<file path="src/rtl/instruction_loader.sv">
`default_nettype none
// ============================================================================
// instruction_loader : framed UART byte stream -> instruction bank writes
// Revision 1.0
// ============================================================================
module instruction_loader #(
   parameter int INST_WIDTH     = 64,
   parameter int ADDR_WIDTH     = 8,
   parameter int TIMEOUT_CYCLES = 1_000_000
) (
   input  logic                  clk_100mhz,
   input  logic                  rst_n,
   input  logic                  rx_valid,
   input  logic [7:0]            rx_data,
   output logic                  rx_ready,
   output logic                  wr_en,
   output logic [ADDR_WIDTH-1:0] wr_addr,
   output logic [INST_WIDTH-1:0] wr_data,
   output logic [ADDR_WIDTH:0]   prog_len,
   output logic                  prog_valid,
   output logic                  loading,
   output logic                  load_err
);

   localparam int c_BYTES = INST_WIDTH / 8;
   localparam int c_BW    = (c_BYTES > 1) ? $clog2(c_BYTES) : 1;
   localparam int c_LW    = (ADDR_WIDTH + 1 > 9) ? ADDR_WIDTH + 1 : 9;
   localparam int c_TW    = $clog2(TIMEOUT_CYCLES + 1);

   localparam logic [c_LW-1:0] c_MAX_LEN   = c_LW'(1) << ADDR_WIDTH;
   localparam logic [c_BW-1:0] c_LAST_BYTE = c_BW'(c_BYTES - 1);
   localparam logic [c_TW-1:0] c_TMO_LAST  = c_TW'(TIMEOUT_CYCLES - 1);
   localparam logic [7:0]      c_SYNC      = 8'hA5;

   typedef enum logic [2:0] {
      S_IDLE  = 3'd0,
      S_LEN   = 3'd1,
      S_DATA  = 3'd2,
      S_CHECK = 3'd3,
      S_DONE  = 3'd4,
      S_ERR   = 3'd5
   } state_t;

   state_t                r_state;
   logic [c_BW-1:0]       r_byte;
   logic [ADDR_WIDTH:0]   r_widx;
   logic [ADDR_WIDTH:0]   r_len;
   logic [7:0]            r_chk;
   logic [c_TW-1:0]       r_tmo;
   logic [INST_WIDTH-1:0] r_word;

   logic                  r_rx_ready;
   logic                  r_wr_en;
   logic [ADDR_WIDTH-1:0] r_wr_addr;
   logic [INST_WIDTH-1:0] r_wr_data;
   logic [ADDR_WIDTH:0]   r_prog_len;
   logic                  r_prog_valid;
   logic                  r_loading;
   logic                  r_load_err;

   logic                  w_accept;
   logic [c_LW-1:0]       w_len_full;
   logic [INST_WIDTH-1:0] w_word_next;
   logic                  w_last_word;
   logic                  w_tmo_hit;
   logic                  w_in_frame;

   assign w_accept    = rx_valid & r_rx_ready;
   assign w_last_word = (r_widx == r_len - 1'b1);
   assign w_tmo_hit   = (r_tmo == c_TMO_LAST);
   assign w_in_frame  = (r_state == S_LEN) || (r_state == S_DATA) || (r_state == S_CHECK);

   // A LEN byte of zero stands for a full bank only when the byte can't express it.
   always_comb begin
      w_len_full = c_LW'(rx_data);
      if (rx_data == 8'd0 && ADDR_WIDTH == 8)
         w_len_full = c_MAX_LEN;
   end

   always_comb begin
      w_word_next = r_word;
      w_word_next[r_byte*8 +: 8] = rx_data;
   end

   always_ff @(posedge clk_100mhz or negedge rst_n) begin
      if (!rst_n) begin
         r_state      <= S_IDLE;
         r_byte       <= '0;
         r_widx       <= '0;
         r_len        <= '0;
         r_chk        <= '0;
         r_tmo        <= '0;
         r_word       <= '0;
         r_rx_ready   <= 1'b0;
         r_wr_en      <= 1'b0;
         r_wr_addr    <= '0;
         r_wr_data    <= '0;
         r_prog_len   <= '0;
         r_prog_valid <= 1'b0;
         r_loading    <= 1'b0;
         r_load_err   <= 1'b0;
      end else begin
         r_wr_en    <= 1'b0;
         r_load_err <= 1'b0;
         r_rx_ready <= 1'b1;

         case (r_state)
            // ERR still accepts bytes, so it must also recognise a new SYNC
            S_IDLE, S_ERR: begin
               r_state <= S_IDLE;
               if (w_accept && rx_data == c_SYNC) begin
                  r_state      <= S_LEN;
                  r_loading    <= 1'b1;
                  r_prog_valid <= 1'b0;
               end
            end
            S_LEN: begin
               if (w_accept) begin
                  r_len  <= w_len_full[ADDR_WIDTH:0];
                  r_chk  <= rx_data;
                  r_byte <= '0;
                  r_widx <= '0;
                  r_word <= '0;
                  if (w_len_full > c_MAX_LEN) begin
                     r_state    <= S_ERR;
                     r_load_err <= 1'b1;
                     r_loading  <= 1'b0;
                  end else if (w_len_full == '0) begin
                     r_state <= S_CHECK;
                  end else begin
                     r_state <= S_DATA;
                  end
               end
            end
            S_DATA: begin
               if (w_accept) begin
                  r_word <= w_word_next;
                  r_chk  <= r_chk ^ rx_data;
                  if (r_byte == c_LAST_BYTE) begin
                     r_byte    <= '0;
                     r_wr_en   <= 1'b1;
                     r_wr_addr <= r_widx[ADDR_WIDTH-1:0];
                     r_wr_data <= w_word_next;
                     r_widx    <= r_widx + 1'b1;
                     if (w_last_word)
                        r_state <= S_CHECK;
                  end else begin
                     r_byte <= r_byte + 1'b1;
                  end
               end
            end
            S_CHECK: begin
               if (w_accept) begin
                  r_loading <= 1'b0;
                  if (rx_data == r_chk) begin
                     r_state      <= S_DONE;
                     r_prog_len   <= r_len;
                     r_prog_valid <= 1'b1;
                     r_rx_ready   <= 1'b0;
                  end else begin
                     r_state    <= S_ERR;
                     r_load_err <= 1'b1;
                  end
               end
            end
            S_DONE:  r_state <= S_IDLE;
            default: r_state <= S_IDLE;
         endcase

         // Inactivity watchdog; only counts while a frame is open and no byte arrives
         if (w_in_frame) begin
            if (w_accept) begin
               r_tmo <= '0;
            end else if (w_tmo_hit) begin
               r_tmo      <= '0;
               r_state    <= S_ERR;
               r_load_err <= 1'b1;
               r_loading  <= 1'b0;
            end else begin
               r_tmo <= r_tmo + 1'b1;
            end
         end else begin
            r_tmo <= '0;
         end
      end
   end

   assign rx_ready   = r_rx_ready;
   assign wr_en      = r_wr_en;
   assign wr_addr    = r_wr_addr;
   assign wr_data    = r_wr_data;
   assign prog_len   = r_prog_len;
   assign prog_valid = r_prog_valid;
   assign loading    = r_loading;
   assign load_err   = r_load_err;

endmodule
`default_nettype wire

</file>
<file path="config.mk">
export PLATFORM = sky130hd
export DESIGN_NAME = instruction_loader
export DESIGN_NICKNAME = d
export VERILOG_FILES = /design/src/rtl/instruction_loader.sv
export SDC_FILE = /design/constraint.sdc
export NUM_CORES = 1
export LEC_CHECK = 0
export ABC_CLOCK_PERIOD_IN_PS = 3500
export CAP_MARGIN = 5
export CORE_ASPECT_RATIO = 0.7
export CORE_MARGIN = 1.5
export CORE_UTILIZATION = 55
export DETAILED_ROUTE_END_ITERATION = 6
export PLACE_DENSITY_LB_ADDON = 0.08
export REMOVE_ABC_BUFFERS = 1
export SLEW_MARGIN = 15
export SYNTH_ARGS = -nofsm -noshare
export SYNTH_HDL_FRONTEND = slang
export SYNTH_SLANG_ARGS = --single-unit
</file>
<file path="constraint.sdc">
create_clock -name clk_100mhz -period 3.5 [get_ports clk_100mhz]
set_clock_uncertainty 0.2 [all_clocks]
set_input_delay 0.7 -clock clk_100mhz [delete_from_list [all_inputs] [get_ports clk_100mhz]]
set_output_delay 0.7 -clock clk_100mhz [all_outputs]
set_load 0.01 [all_outputs]
</file>
Yosys cells after proc, flatten, opt, wreduce, memory -nomap -nowiden:

Cells that the tools add are included.

* input bits: 11
* word-level logic and storage cells: 112
* output and inout bits: 86
* register bits after elaboration: 202

* shift-type cells: 2
* reduce and logical (&&, ||, !) cells: 15
* muxes and demuxes: 57
* add/sub/neg operators: 5
* equality and inequality tests: 15
* $lt $le $gt $ge: 1
* bitwise gates (word level): 2

Operator list (count)
* $mux 64: 2
* $pmux 64 s2: 1
* $bwmux 64: 1
* $shift 8x34->64 const A: 1
* $shiftx 8x34->64: 1
* $mux 20: 3
* $mux 3: 12
* $mux 9: 4
* $neg 6->34: 1
* $mux 1: 25
* $add 20x1->20 const B: 1
* $eq 20x20->1 const B: 1
* $pmux 9 s2: 1
* $mux 8: 2
* $pmux 8 s2: 1
* $pmux 3 s4: 1
* $add 9x1->9 const B: 1
* $eq 9x9->1: 1
* $gt 9x9->1 const B: 1
* $logic_not 9->1: 1
* $reduce_and 3->1: 3
* $sub 9x1->9 const B: 1
* $eq 8x8->1: 1
* $eq 8x8->1 const B: 1
* other kinds (19): 29

Longest topological paths before layout:

* depth in word-level cells: 10
* mapped depth: 11
* depth with buffers taken out: 8

Worst setup path before layout:

OpenSTA, ideal clock, no wires.

* path type: register to register
* start point: register r_byte[0]
* end point: register r_word[4]
* period minus slack after synthesis: 2.621 ns
* required time: 3.172 ns
* cell stages (with the launch flop): 11
* data arrival time: 2.294 ns
* setup slack: 0.879 ns
* buffers on the path: 3
* setup time: 0.128 ns
* path through: dfrtp_1 buf_2 inv_1 ha_1 ha_1 nor4b_1 nand3_1 buf_2 nor2_1 buf_2 o21ai_0

* longest elaborated chain between the ends: 5
* elaborated cells between the ends (all ways): 6
* those cells by class: add/sub: 1; shift: 2; mux: 3

RTL lines
* start, declared: RTL line 45 `logic [c_BW-1:0] r_byte;`
* start signal, assigned: RTL line 148 `r_byte <= r_byte + 1'b1;`
* $neg 6->34 (*): RTL line 82 `w_word_next[r_byte*8 +: 8] = rx_data;`
* $shiftx 8x34->64 or $shift 8x34->64 (tied branches): RTL line 82
* $bwmux 64 (*): RTL line 82
* $mux 64 (*): RTL line 136 `if (w_accept) begin`
* $pmux 64 s2 (*): RTL line 107 `case (r_state)`
* end signal, assigned: RTL line 137 `r_word <= w_word_next;`
* end, declared: RTL line 50 `logic [INST_WIDTH-1:0] r_word;`

Every way passes the cells marked *; elsewhere a longest branch is shown, timed or not. The select of a mux whose other input is x is not followed.
A chain may end at the register's enable or synchronous reset.

Final worst setup path:

* start point: register r_byte[0]
* end point: register r_wr_data[49], in the netlist wr_data[49]

* longest elaborated chain between the ends: 3
* elaborated cells between the ends (all ways): 6
* those cells by class: add/sub: 1; eq/ne: 1; shift: 2; mux: 1; reduce/logical: 1

RTL lines
* $neg 6->34: RTL line 82
* $shiftx 8x34->64 or $shift 8x34->64 (tied branches): RTL line 82
* $bwmux 64: RTL line 82
* end signal, assigned: RTL line 143 `r_wr_data <= w_word_next;`
* end, declared: RTL line 55 `logic [INST_WIDTH-1:0] r_wr_data;`

Parallel ways exist; a longest one is shown, timed or not.

==> results.toml <==
[timing]
maxSlewViolCount = 0
max_freq_ghz = 0.369
setup_viol = 0
fin_crit_sh_pct = 77.4
worst_slew_pin_slew_ps = 577
slew_headroom_pct = 61.4
hold_slack_ps = -10.5
rsz0062_at_grt = "no"
fin_ws_ps = 792
hold_viol_final = 11
period_needed_ps = 2710

[place]
place_area_um2 = 10600
gp_congestion = 0.871
place_ws_ps = 371
dpl.cell_count = 1306
hpwl_mm = 14.8
io_buffers = 96

[clock_tree]
root_buffer = "clkbuf_16"
cts.path.max_buffers = 3
clock_sinks = 202
htreeDepth = 1
postCtsHoldBufs = 0
cts_setup_buffers = 0
cts_tree = "yes"
cts_buffers = 19
clkTransAtPathRegs_ps = 60
clock_latency_ps = 490
postCtsResizedCells = 0

[synthesis]
avgSynthCellArea_um2 = 9.22
synth-main-ff-cell = "dfrtp_1"
synth_edf_count = 0
yosysWarnings = 0
ys_seq_area_share_pct = 53.8
postSynth.asyncResetShare_pct = 100
postSynthCellCount = 1019
ys_ff_latch = 202
synth_area_um2 = 9390
ys_types = 50

[detailed_routing]
wl_per_cell_um = 16.8
viasPerCell = 5.60
wl_mm = 22.4
drc = 0
ant_nets = 0
drtPass1Iterations = 5
via_count = 7498
drt-initial-drc-count = 514

[setup_path]
max_stage_delay_ps = 400
path_max_fanout = 39
start_kind = "flip-flop"
cp_common_cell = "ha_1"
arrival_ps = 2860
required_ps = 3660
crit_type = "flip-flop to flip-flop"
cp_slowest_cell = "clkinv_1"
worstSetupEndpointType = "flip-flop"
path_cells = "buf_4 > ha_1 > ha_1 > and3_1 > nand2_4 > clkinv_1 > buf_12 > nor2_1 > a31oi_1"

[finish]
layout_common_cells = "202 x dfrtp_1, 169 x nand2_1, 126 x o21ai_0"
syn_to_final_growth_pct = 19.5
fill_cells = 1365
layout-drive-gt1-share_pct = 6.83
fin_cells = 1338
antenna_cells = 0
nets = 1124
layout_commonest_cell = "dfrtp_1"
final_area_um2 = 11200
fin_util_pct = 68.0

[floorplanning]
coreArea_um2 = 16500
rows = 39
dieArea_um2 = 17900
start_util_pct = 56.9
ios = 97
die_x_um = 159
dieHeight_um = 112

[pwr]
ir_drop_uv = 440
power_leakage_nw = 4.83
power_density_nw_per_um2 = 576

[global_routing]
antenna_found_initial = 0
first_global_vias = 7205
track_usage_pct = 25.8
grt_pass1_wl_mm = 37.2
grt_max_degree = 61
grt.overflow.total = 0

[outcome]
status = "complete, but fails checks"
violations = "hold timing"

[job]
maxCapViolations = 0

[min_path]
hold_path_class = "input port to asynchronous set/reset pin"
-- critical path: cells and delay by family, from the launching register on --
kind / cells / cell delay (ps)
compound gates: 1 / 50
simple gates: 3 / 530
fa+ha+maj: 2 / 460
flops: 1 / 390
buf+inv: 3 / 930
-- final timing paths --
kind / startpoint / to / slack (ps) / cells after the start
max: r_byte[0] / wr_data[49] / 790 / 9
min: rst_n / r_tmo[15] / -10 / 1
max reg2reg: r_byte[0] / wr_data[49] / 790 / 9
min reg2reg: r_tmo[0] / r_tmo[0] / 270 / 1
max in group asynchronous: rst_n / r_widx[2] / 2290 / 2
min in group clk_100mhz: r_tmo[0] / r_tmo[0] / 270 / 1
-- registers in the layout, summed over array words and instances (netlist names) --
name	flops
r_word	64
wr_data	64
r_tmo	20
prog_len	9
r_len	9
r_widx	9
r_chk	8
wr_addr	8
r_byte	3
r_state	3
load_err	1
loading	1
prog_valid	1
rx_ready	1
wr_en	1
-- metrics by stage --
stage	total power [W]	TNS [ps]
5_1_grt	0.00682	0
3_3_place_gp	0.00444	0
2_1_floorplan	0.00376	-7740
6_report	0.00647	0
3_5_place_dp	0.00447	0
4_1_cts	0.00650	0
-- cells in the mapped netlist (3+ instances only) --
library cell  number  share of area [%]
and2_1             4               0.27
o21ai_0          126                6.7
nor4_1             7               0.47
inv_1             20               0.80
nor3b_1            4               0.32
nor4b_1            4               0.37
ha_1              11                1.5
clkbuf_1          49                2.0
nand2b_1          24                1.6
xnor2_1           37                3.5
nor3_1            12               0.64
or4_1              3               0.24
xor2_1            10               0.93
and3_1             5               0.33
nand3_1           92                4.9
mux2i_1           18                1.9
nand2_1          169                6.8
dfrtp_1          202                 54
or3_1              5               0.33
nor2_1            88                3.5
o31ai_1            3               0.24
mux2_2             9                1.1
a21oi_1           43                2.3
a31oi_1           23                1.5
buf_2             12               0.64
nand4_1           10               0.67
-- power by group --
| part | total, W | switching, W | internal (W) |
|---|---|---|---|
| sequential | 0.00282 | 0.000218 | 0.00260 |
| clock | 0.00202 | 0.000856 | 0.00116 |
| combinational | 0.00163 | 0.000968 | 0.000667 |
-- layout make-up --
cell class | count | area, µm² | area share, %
Clock inverter | 2 | 35.0 | 0.312
Inverter | 21 | 78.8 | 0.703
Multi-Input combinational cell | 730 | 3980 | 35.5
Clock buffer | 30 | 557 | 4.96
Sequential cell | 202 | 5050 | 45.1
Tap cell | 225 | 282 | 2.51
Timing Repair Buffer | 128 | 1230 | 11.0
-- kinds of logic (layout without fill, tap and decap cells) --
group                    after synthesis  after routing  share of synthesized area, %
buffers and inverters                 87            181                          3.85
AND/OR/NAND/NOR                      441            441                          21.9
flip-flops                           202            202                          53.8
multiplexers                          27             27                          3.00
AO/OA/AOI/OAI                        204            204                          11.6
XOR/XNOR                              47             47                          4.38
adder cells (fa/ha/maj)               11             11                          1.47
-- metal layers --
metal	up-vias	part of all wire, %	routed length, µm	track usage, %
met5	-	0	0	0
met4	0	2.6	589	8.36
met3	45	5.7	1280	4.51
met2	211	44	9800	38.0
met1	3602	48	10700	38.8
li1	3640	-	-	-
(Power assumes the default switching activity.)
==> patch, RTL diff (same settings) <==
Make the reset (`rst_n`) synchronous in one clocked block.
--- a/src/rtl/instruction_loader.sv
+++ b/src/rtl/instruction_loader.sv
@@ -83,5 +83,5 @@
    end
 
-   always_ff @(posedge clk_100mhz or negedge rst_n) begin
+   always_ff @(posedge clk_100mhz) begin
       if (!rst_n) begin
          r_state      <= S_IDLE;
Function: differs if rst_n is asserted again (counterexample within 4 cycles, from zero or initial values and one cycle with rst_n low); with rst_n held inactive, the same outputs for 4 cycles.
==> patch against the unedited design <==
- design area shrank 7.2%
- count of clock-buffer cells in the layout shrank 2
- die area shrank 5.6%
- sequential cell count is the same
- setup slack lost 0.20 ns
- area after synthesis shrank 5.7%
- worst hold slack gained 0.26 ns
- critical path depth shrank 1
- routed wire length shrank 6.3%
- critical path type unchanged
- highest routed layer unchanged
Power is not compared: it rests on default switching activity, and its combinational part moved more than twofold at a synthesized area within 25%.
==> patch: results (changes against the unedited design) <==
Worst R2R Path Depth 8 (-1); vias 7531 (+0.44%); largest net degree at the start of global routing 89 (+46%); DP HPWL 13460 um (-9.0%); main area contributors after synthesis dfxtp_1 46%, nor2_1 8.1%, mux2i_1 5.8%; Avg Cell Area, Syn 8.378 um^2 (-9.1%); clock latency on the worst-skew pair around 0.48 ns; gr usage total 24.97% (-0.79 points); CTS buffer count 19 (unchanged); Yosys cell types 59 (+18%); leakage power total 3.420 nW; GPL Wtd Cong 0.8272 (-5.0%); post-synthesis sequential area ratio 45.66% (-8.2 points); Fmax 343.7 MHz (-6.9%); Post-CTS Setup Bufs 0 (unchanged); Worst Min Path Start wr_addr[3]$_SDFFE_PN0P_; WL per Instance 15.86 um (-5.3%); # nets final 1135 (+0.98%); Pre-antenna DRT Iters 5 (unchanged); reg2reg start r_byte[0]$_SDFFE_PN0P_; # resized after CTS 0 (unchanged); 1st-iter DRT viols 600 (+17%); Finished Layout Cells 1324 (-1.0%); WP data arrival 3.04 ns (+0.18 ns); DRT antenna net count 0 (unchanged); Most used DFF post-synth dfxtp_1; CTS Root Cell clkbuf_16; WHS Path Cells 2; Slew @ Worst Pin 0.9089 ns (+0.3314 ns); hold path endpoint wr_addr[3]$_SDFFE_PN0P_; Worst IR Drop VDD approximately 0.00025 V; Final Core Density 66.75% (-1.3 points); status finished, final reports clean; first-pass GRT wire length 34240 um (-8.0%); placed inst area 0.009876 mm^2 (-7.1%); initial antenna violation count 0 (unchanged); Syn. warnings 0 (unchanged); CTS H-tree lvls 1 (unchanged); worst hold slack 0.2527 ns (+0.2632 ns); maximum buffer depth of the clock tree 3 (unchanged); clk slew on worst S/H paths 0.06 ns (about the same); Hold WC Path Type flop to flop; Filler Cell Count 1355 (-0.73%); CP endpoint r_word[11]$_SDFFE_PN0P_; IO buf count 96 (unchanged); share of cells above drive strength 1 6.406% (-0.42 points); Max FO, Critical Path 16 (-59%); n_diodes 0 (unchanged); Placement Setup Slack 0.2133 ns (-0.1581 ns); Synth top cells by count 202 x dfxtp_1, 192 x nor2_1, 119 x nand2_1, 70 x a21oi_1, 58 x nand3_1; Crit Path Category flop to flop; Async S/R FF share, synth 0% (-100 points); number of global-route vias before repair 6606 (-8.3%)
-- patch: changes by cell type after synthesis, moves of 44 or more --
| cell | delta |
|---|---|
| dfxtp_1 | +202 |
| o21ai_0 | -103 |
| a211oi_1 | +44 |
| nor2_1 | +104 |
| dfrtp_1 | -202 |
| nand2_1 | -50 |
-- patch: cell type report --
| cell class | instances | area [um^2] | area share (%) |
|---|---|---|---|
| Clock inverter | 1 | 5.005 | 0.04808 |
| Tap cell | 200 | 250.2 | 2.404 |
| Multi-Input combinational cell | 759 | 4354 | 41.83 |
| Sequential cell | 202 | 4044 | 38.85 |
| Clock buffer | 28 | 529.3 | 5.084 |
| Inverter | 9 | 36.28 | 0.3486 |
| Timing Repair Buffer | 125 | 1191 | 11.44 |
-- patch: critical path, stage by stage (launching register included) --
cell and delay (ns):
dfxtp_1 0.55, inv_1 0.18, ha_1 0.24, ha_1 0.35, nor2b_1 0.28, nand3_1 0.19
or2_1 0.46, a31oi_1 0.26, nor2_1 0.06
-- patch: cells by family (layout without fill, tap and decap cells) --
family	count (synthesis)	count (layout)	synth area share, %
DFF	202	202	45.66
muxes	52	52	5.891
and+or+nand+nor	450	450	23.13
xor gates and xnor gates	44	44	4.352
AOI/OAI and AO/OA	205	205	14.65
buffers and inverters	96	163	5.185
adders and majority gates	8	8	1.130
-- patch: per-layer routing --
metal  up-vias  track usage [%]  wire (um)
met3        22            5.207       1343
li1       3780                -          -
met2       195            37.29       8785
met5         -                0          0
met4         0            5.014        243
met1      3534            37.17      10630
-- patch: where the power goes --
part,total (W),internal (W),switching (W),leakage (nW)
logic,0.000107,0.0000279,0.0000787,1.53
clock network,0.00186,0.00104,0.000822,0.261
registers,0.00230,0.00230,0.000000804,1.63
total,0.00427,0.00336,0.000902,3.42
